===== src/rtl/msxbus_pkg.sv =====
// Shared MSX bus definitions: phase encodings and default bus timing,
// used by both the bus master and the receiving bus-interface block.
package msxbus_pkg;

  typedef enum logic [1:0] {
    ST_IDLE   = 2'd0,
    ST_SETUP  = 2'd1,
    ST_STROBE = 2'd2,
    ST_HOLD   = 2'd3
  } msx_state_e;

  localparam int unsigned MSX_T_SETUP  = 2;
  localparam int unsigned MSX_T_STROBE = 4;
  localparam int unsigned MSX_T_HOLD   = 2;
  localparam int unsigned MSX_WAIT_MAX = 255;

  localparam int unsigned MSX_PHASE_W = 4;
  localparam int unsigned MSX_WAIT_W  = 8;

endpackage


===== src/rtl/ip_msxbus_sync.sv =====
// Two-flop synchroniser for the asynchronous active-low MSX wait request.
module ip_msxbus_sync (
  input  logic clk,
  input  logic n_reset,
  input  logic async_i,
  output logic sync_o
);

  logic meta_q;
  logic sync_q;

  always_ff @(posedge clk) begin
    if (!n_reset) begin
      meta_q <= 1'b1;
      sync_q <= 1'b1;
    end else begin
      meta_q <= async_i;
      sync_q <= meta_q;
    end
  end

  assign sync_o = sync_q;

endmodule


===== src/rtl/ip_msxbus_master.sv =====
// MSX bus master: turns a valid/ready request into a timed SETUP/STROBE/HOLD
// bus cycle with n_wait stretching, and reports completion with a one-cycle pulse.
module ip_msxbus_master
  import msxbus_pkg::*;
#(
  parameter int unsigned T_SETUP  = MSX_T_SETUP,
  parameter int unsigned T_STROBE = MSX_T_STROBE,
  parameter int unsigned T_HOLD   = MSX_T_HOLD,
  parameter int unsigned WAIT_MAX = MSX_WAIT_MAX
) (
  input  logic        clk,
  input  logic        n_reset,
  input  logic        req_valid,
  output logic        req_ready,
  input  logic        req_write,
  input  logic        req_io,
  input  logic [15:0] req_address,
  input  logic [7:0]  req_wdata,
  output logic        rsp_valid,
  output logic [7:0]  rsp_rdata,
  output logic        rsp_timeout,
  output logic [15:0] adr,
  output logic [7:0]  o_data,
  output logic        is_output,
  input  logic [7:0]  i_data,
  output logic        n_sltsl,
  output logic        n_mereq,
  output logic        n_ioreq,
  output logic        n_rd,
  output logic        n_wr,
  input  logic        n_wait
);

  msx_state_e state_q, state_d;
  logic [MSX_PHASE_W-1:0] cnt_q, cnt_d;
  logic [MSX_WAIT_W-1:0]  w_q, w_d;
  logic        wr_q, wr_d, io_q, io_d, tmo_q, tmo_d;
  logic [15:0] adr_q, adr_d;
  logic [7:0]  odata_q, odata_d, rdata_q;
  logic        ready_q, rspv_q, rsptmo_q, isout_q;
  logic        n_sltsl_q, n_mereq_q, n_ioreq_q, n_rd_q, n_wr_q;
  logic        wait_n_s, leave_strobe, done, active_d, strobe_d;

  ip_msxbus_sync u_wait_sync (
    .clk    (clk),
    .n_reset(n_reset),
    .async_i(n_wait),
    .sync_o (wait_n_s)
  );

  always_comb begin
    state_d      = state_q;
    cnt_d        = cnt_q;
    w_d          = w_q;
    tmo_d        = tmo_q;
    wr_d         = wr_q;
    io_d         = io_q;
    adr_d        = adr_q;
    odata_d      = odata_q;
    leave_strobe = 1'b0;
    done         = 1'b0;
    unique case (state_q)
      ST_IDLE: begin
        if (req_valid && ready_q) begin
          state_d = ST_SETUP;
          cnt_d   = '0;
          w_d     = '0;
          tmo_d   = 1'b0;
          wr_d    = req_write;
          io_d    = req_io;
          adr_d   = req_address;
          odata_d = req_wdata;
        end
      end
      ST_SETUP: begin
        if (cnt_q == MSX_PHASE_W'(T_SETUP - 1)) begin
          state_d = ST_STROBE;
          cnt_d   = '0;
        end else begin
          cnt_d = cnt_q + 1'b1;
        end
      end
      ST_STROBE: begin
        // The phase counter parks on its last value while wait cycles are added.
        if (cnt_q == MSX_PHASE_W'(T_STROBE - 1)) begin
          if (!wait_n_s && (w_q != MSX_WAIT_W'(WAIT_MAX))) begin
            w_d = w_q + 1'b1;
          end else begin
            state_d      = ST_HOLD;
            cnt_d        = '0;
            tmo_d        = !wait_n_s;
            leave_strobe = 1'b1;
          end
        end else begin
          cnt_d = cnt_q + 1'b1;
        end
      end
      ST_HOLD: begin
        if (cnt_q == MSX_PHASE_W'(T_HOLD - 1)) begin
          state_d = ST_IDLE;
          done    = 1'b1;
        end else begin
          cnt_d = cnt_q + 1'b1;
        end
      end
      default: state_d = ST_IDLE;
    endcase
  end

  // Bus outputs are registered from the next state so they change only at edges.
  assign active_d = (state_d == ST_SETUP) || (state_d == ST_STROBE);
  assign strobe_d = (state_d == ST_STROBE);

  always_ff @(posedge clk) begin
    if (!n_reset) begin
      state_q   <= ST_IDLE;
      cnt_q     <= '0;
      w_q       <= '0;
      wr_q      <= 1'b0;
      io_q      <= 1'b0;
      tmo_q     <= 1'b0;
      adr_q     <= '0;
      odata_q   <= '0;
      rdata_q   <= '0;
      ready_q   <= 1'b0;
      rspv_q    <= 1'b0;
      rsptmo_q  <= 1'b0;
      isout_q   <= 1'b0;
      n_sltsl_q <= 1'b1;
      n_mereq_q <= 1'b1;
      n_ioreq_q <= 1'b1;
      n_rd_q    <= 1'b1;
      n_wr_q    <= 1'b1;
    end else begin
      state_q   <= state_d;
      cnt_q     <= cnt_d;
      w_q       <= w_d;
      wr_q      <= wr_d;
      io_q      <= io_d;
      tmo_q     <= tmo_d;
      adr_q     <= adr_d;
      odata_q   <= odata_d;
      if (leave_strobe && !wr_q) rdata_q <= i_data;
      ready_q   <= (state_d == ST_IDLE);
      rspv_q    <= done;
      rsptmo_q  <= done && tmo_q;
      isout_q   <= (state_d != ST_IDLE) && wr_d;
      n_sltsl_q <= !(active_d && !io_d);
      n_mereq_q <= !(active_d && !io_d);
      n_ioreq_q <= !(active_d && io_d);
      n_rd_q    <= !(strobe_d && !wr_d);
      n_wr_q    <= !(strobe_d && wr_d);
    end
  end

  assign req_ready   = ready_q;
  assign rsp_valid   = rspv_q;
  assign rsp_rdata   = rdata_q;
  assign rsp_timeout = rsptmo_q;
  assign adr         = adr_q;
  assign o_data      = odata_q;
  assign is_output   = isout_q;
  assign n_sltsl     = n_sltsl_q;
  assign n_mereq     = n_mereq_q;
  assign n_ioreq     = n_ioreq_q;
  assign n_rd        = n_rd_q;
  assign n_wr        = n_wr_q;

endmodule


===== config.mk =====
export PLATFORM = sky130hd
export DESIGN_NAME = ip_msxbus_master
export DESIGN_NICKNAME = d
export VERILOG_FILES = /design/src/rtl/msxbus_pkg.sv /design/src/rtl/ip_msxbus_sync.sv /design/src/rtl/ip_msxbus_master.sv
export SDC_FILE = /design/constraint.sdc
export NUM_CORES = 1
export LEC_CHECK = 0
export CAP_MARGIN = 20
export CORE_MARGIN = 2
export CORE_UTILIZATION = 30
export DETAILED_ROUTE_END_ITERATION = 10
export GPL_ROUTABILITY_DRIVEN = 0
export HOLD_SLACK_MARGIN = 0.03
export SLEW_MARGIN = 20
export SYNTH_ARGS = -nofsm -noshare
export SYNTH_HDL_FRONTEND = slang
export SYNTH_HIERARCHICAL = 1
export SYNTH_SLANG_ARGS = --single-unit
export TNS_END_PERCENT = 1

===== constraint.sdc =====
create_clock -name clk -period 3.76 [get_ports clk]
set_input_delay 0.376 -clock clk [delete_from_list [all_inputs] [get_ports clk]]
set_output_delay 0.376 -clock clk [all_outputs]
set_load 0.1 [all_outputs]

### After elaboration in Yosys (flattened, before gate mapping)

Cells that the tools add are included.

* register bits after elaboration: 59
* input port bits: 38
* word-level logic and storage cells: 90

* $add $sub $neg: 2
* eq/ne operators: 14
* multiplexer cells: 29
* reduce and logical (&&, ||, !) cells: 26

Operators by type and width (number)
* $mux 8: 3
* $mux 4: 5
* $pmux 4 s4: 1
* $pmux 8 s2: 1
* $mux 1: 12
* $mux 2: 5
* $ne 2x2->1 const B: 5
* $logic_and 1x1->1: 9
* $add 8x1->8 const B: 1
* $logic_not 1->1: 8
* $ne 8x8->1 const B: 1
* $pmux 2 s4: 1
* $reduce_and 4->1: 2
* $eq 2x2->1 const B: 3
* $add 4x1->4 const B: 1
* $eq 2x1->1 const B: 2
* $eq 4x1->1 const B: 1
* $eq 4x2->1 const B: 1
* $logic_not 2->1: 2
* $reduce_bool 2->1: 2
* $ne 3x3->1 const B: 1
* $reduce_and 3->1: 1
* $pmux 1 s2: 1
* $reduce_and 2->1: 1
* $logic_or 1x1->1: 1

### Logic depth before layout (Yosys ltp)

* depth in word-level cells: 9
* depth in mapped cells: 7
* mapped depth without buffers: 7

### By module

Netlist, hierarchy kept.

Modules (own cells, without submodules)
* ip_msxbus_master: instances 1, cells each 264, area an instance 2294.7 µm², seq. area each 1141.1 µm²
* ip_msxbus_sync: instances 1, cells each 4, area an instance 52.6 µm², seq. area each 40.0 µm²

### Least setup slack after synthesis

OpenSTA, ideal clock, no wires.

* path kind: reg-to-reg
* start: reg ready_q, in the netlist req_ready
* end: reg n_ioreq_q, in the netlist n_ioreq
* data arrival time: 2.084 ns
* data required time: 3.638 ns
* slack: 1.554 ns
* stages on the path, launching flop included: 6
* clock period less this slack: 2.206 ns
* cell sequence: dfxtp_1 -> nand2_1 -> nor3_2 -> a211oi_1 -> ha_1 -> nand3b_1

* word-level cells in the longest chain between the ends: 7
* elaborated cells between the ends (all ways): 10
* classes of those cells: eq/ne (2); mux (4); reduce/logical (4)

RTL lines
* start, declared: line ip_msxbus_master.sv:40 `logic ready_q, rspv_q, rsptmo_q, isout_q;`
* start signal, assigned: line ip_msxbus_master.sv:144 `ready_q <= (state_d == ST_IDLE);`
* $logic_and 1x1->1 (*): line ip_msxbus_master.sv:64 `if (req_valid && ready_q) begin`
* $mux 2: line ip_msxbus_master.sv:64
* $pmux 2 s4: line ip_msxbus_master.sv:62 `unique case (state_q)`
* $eq 2x1->1 / $eq 2x2->1 (equally long branches): line ip_msxbus_master.sv:111 `assign active_d = (state_d == ST_SETUP) || (state_d == ST_STROBE);`
* $logic_or 1x1->1: line ip_msxbus_master.sv:111
* $logic_and 1x1->1 (*): line ip_msxbus_master.sv:150 `n_ioreq_q <= !(active_d && io_d);`
* $logic_not 1->1 (*): line ip_msxbus_master.sv:150
* end signal, assigned: line ip_msxbus_master.sv:150
* end, declared: line ip_msxbus_master.sv:41 `logic n_sltsl_q, n_mereq_q, n_ioreq_q, n_rd_q, n_wr_q;`

Every way passes the cells marked *; elsewhere a longest branch is shown, timed or not.
A chain may end at the register's enable or synchronous reset.

### Worst setup path in the final report

* start: reg ready_q, in the netlist req_ready
* end: out req_ready

RTL lines
* end, declared: line ip_msxbus_master.sv:14 `output logic req_ready,`

No word-level cell between the ends.

==> impl_metrics.tcl <==
set metrics [dict create \
    arrival_ns 1.91 \
    cts_resized 0 \
    vias_per_cell 4.548 \
    setup_viol_count_final 0 \
    critPathMaxFanout 4 \
    wl_microns 5382 \
    worstSetupEndpointType "primary output" \
    max_slew_margin_pct 33.73 \
    finalCriticalPeriod_ns 2.281 \
    row_count 32 \
    r2r_setup_slack_ns 1.79 \
    maxSlewViolCount 0 \
    wire_per_inst_microns 11.85 \
    firstDrtPassIters 4 \
    cts_sinks 59 \
    ir_drop_uv 213.5 \
    required_ns 3.38 \
    grtUsageTotal_pct 13.01 \
    worst_pin_slew_ns 0.9910 \
    cts_tree "built" \
    cts_hold_buf 0 \
    max_stage_delay_ns 1.18 \
    r2r_cells 6 \
    max_freq_mhz 438.3 \
    htreeDepth 3 \
    startpoint_type "flop" \
    power_density_nw_per_um2 429.2 \
    dpl.hpwl_microns 3556 \
    cp_num_buf_inv 1 \
    design_area_sq_um 3388 \
    critical-path-top-delay-family "buffers and inverters" \
    slowest_stage "clkdlybuf4s50_1" \
    crit_cells 1 \
    area_growth_pct 44.35 \
    post_cts_buffers 0 \
    clkLatencyLatePin_ns 0.34 \
    fillers 771 \
    fin_cells 454 \
    grt_pass1_vias 1942 \
    hold_depth 1 \
    grt_pass1_wl_microns 8797 \
    setup-tns-final_ns 0 \
    antenna_found_initial 0 \
    start_util_pct 30.69 \
    antennaDiodeCount 0 \
    mostFrequentLayoutCells "clkdlybuf4s50_1, nand2_1, dfxtp_1" \
    path_clk_slew_ns 0.06 \
    hold_viol_final 0 \
    postRouteAntennaNets 0 \
    cts.path.max_buffers 2 \
    ys_ff_latch 59 \
    portBuffers 78 \
    synthDistinctLibCells 37 \
    yosys_warnings 6 \
    die_area_sq_um 8548 \
    critPathKind "flop to primary output" \
    core_area_sq_um 7647 \
    remaining_drc_errors 0 \
    finClkSkew_ns 0.01168 \
    leakage_nw 1.198 \
    finalCritPeriodShare_pct 60.68 \
    initialDrtViolationCount 111 \
    layout-drive-gt1-share_pct 8.807 \
    die_y_microns 92.46 \
    placed_area_sq_um 3206 \
    final_common_cell "clkdlybuf4s50_1" \
    maxCapViolCount 0 \
    fp.dieW_microns 92.46 \
    crit_chain "clkdlybuf4s50_1" \
    synthCells 268 \
    synth_area_sq_um 2347 \
    vias 2065 \
    post-place-cells 438 \
    grt-ovfl-total 0 \
    fin_nets 391 \
    rsz0062_at_grt "false" \
    numCtsBuffers 9 \
    hp-class "flop to flop" \
    cts_root_buffer "clkbuf_8" \
    grt_max_degree 34 \
    status "complete, no violations" \
    syn-num-nets 311 \
    yosysSeqAreaShare_pct 50.32 \
    avgSynthCellArea_sq_um 8.758 \
    io_pins 79 \
]
cell type report:
type                    instances  area [sq um]  area share (%)
flip-flops and latches         59          1181           34.86
multi-input cells             192          1079           31.83
repair buffers                 82         818.3           24.15
clock buffers                  10         137.6           4.062
well taps                     102         127.6           3.767
clock inverters                 5         30.03          0.8863
inverters                       4         15.01          0.4431
cells in the mapped netlist, drive strengths merged:
library cell / instances / area (sq um)
a211oi: 4 / 30.03
a21o: 1 / 7.510
a21oi: 32 / 171.4
a22oi: 1 / 12.51
a31o: 4 / 35.03
a31oi: 1 / 6.260
a41o: 1 / 21.27
and2: 3 / 18.77
and3: 3 / 23.77
and4bb: 1 / 12.51
buf: 7 / 46.29
clkbuf: 6 / 32.53
dfxtp: 59 / 1181
ha: 5 / 62.56
inv: 4 / 15.01
mux2i: 3 / 30.03
nand2: 63 / 236.5
nand2b: 2 / 12.51
nand3: 17 / 85.08
nand3b: 5 / 37.54
nand4: 2 / 12.51
nand4bb: 1 / 11.26
nor2: 16 / 60.06
nor2b: 2 / 12.51
nor3: 4 / 25.02
nor3b: 1 / 18.77
o21ai: 11 / 58.81
o21bai: 1 / 7.510
or3: 3 / 18.77
xnor2: 5 / 43.79
flip-flops by register name, summed over array words and instances, names as in the netlist, 2 cells and up:
name and count:
rsp_rdata 8, state_q 2, w_q 8, o_data 8, adr 16, cnt_q 4
where the power goes:
group	internal (mW)	total, mW	switching [mW]
registers	0.647	0.662	0.0150
clock network	0.249	0.495	0.246
logic	0.0932	0.297	0.203
cells by family (layout without fill, tap and decap cells):
family          Yosys count  in the layout  share of synthesized area (%)
buf+inv                  17            101                          3.997
compound gates           56             56                          14.93
xor+xnor                  5              5                          1.866
mux                       3              3                          1.279
fa+ha+maj                 5              5                          2.665
flops                    59             59                          50.32
simple gates            123            123                          24.95
per-stage QoR:
step	hold WS (ns)	worst slack (ns)	util (%)	total power, mW
final	0.4130	1.479	44.31	1.454
after global routing	0.4276	1.442	44.31	1.522
after CTS	0.4184	1.466	44.11	1.471
after detailed placement	0.3962	1.478	41.92	0.9731
after global placement	0.4008	1.550	41.92	0.9711
after floorplan	0.3863	1.554	-	0.8794
worst paths after layout:
check / from / endpoint
max: req_ready$_SDFF_PN0_ / req_ready
min: u_wait_sync/meta_q$_SDFF_PN1_ / u_wait_sync/sync_o$_SDFF_PN1_
max reg2reg: state_q[1]$_SDFF_PN0_ / w_q[4]$_SDFFE_PN0P_
min reg2reg: u_wait_sync/meta_q$_SDFF_PN1_ / u_wait_sync/sync_o$_SDFF_PN1_
routing by layer:
| metal | routed length, microns | vias to the layer above | global-route usage (%) |
|---|---|---|---|
| met1 | 2536 | 937 | 16.29 |
| met4 | 70 | 0 | 6.343 |
| met5 | 0 | - | 0 |
| met3 | 251 | 5 | 3.580 |
| li1 | - | 1076 | - |
| met2 | 2524 | 47 | 20.62 |
Power figures use the tool's default switching activity.
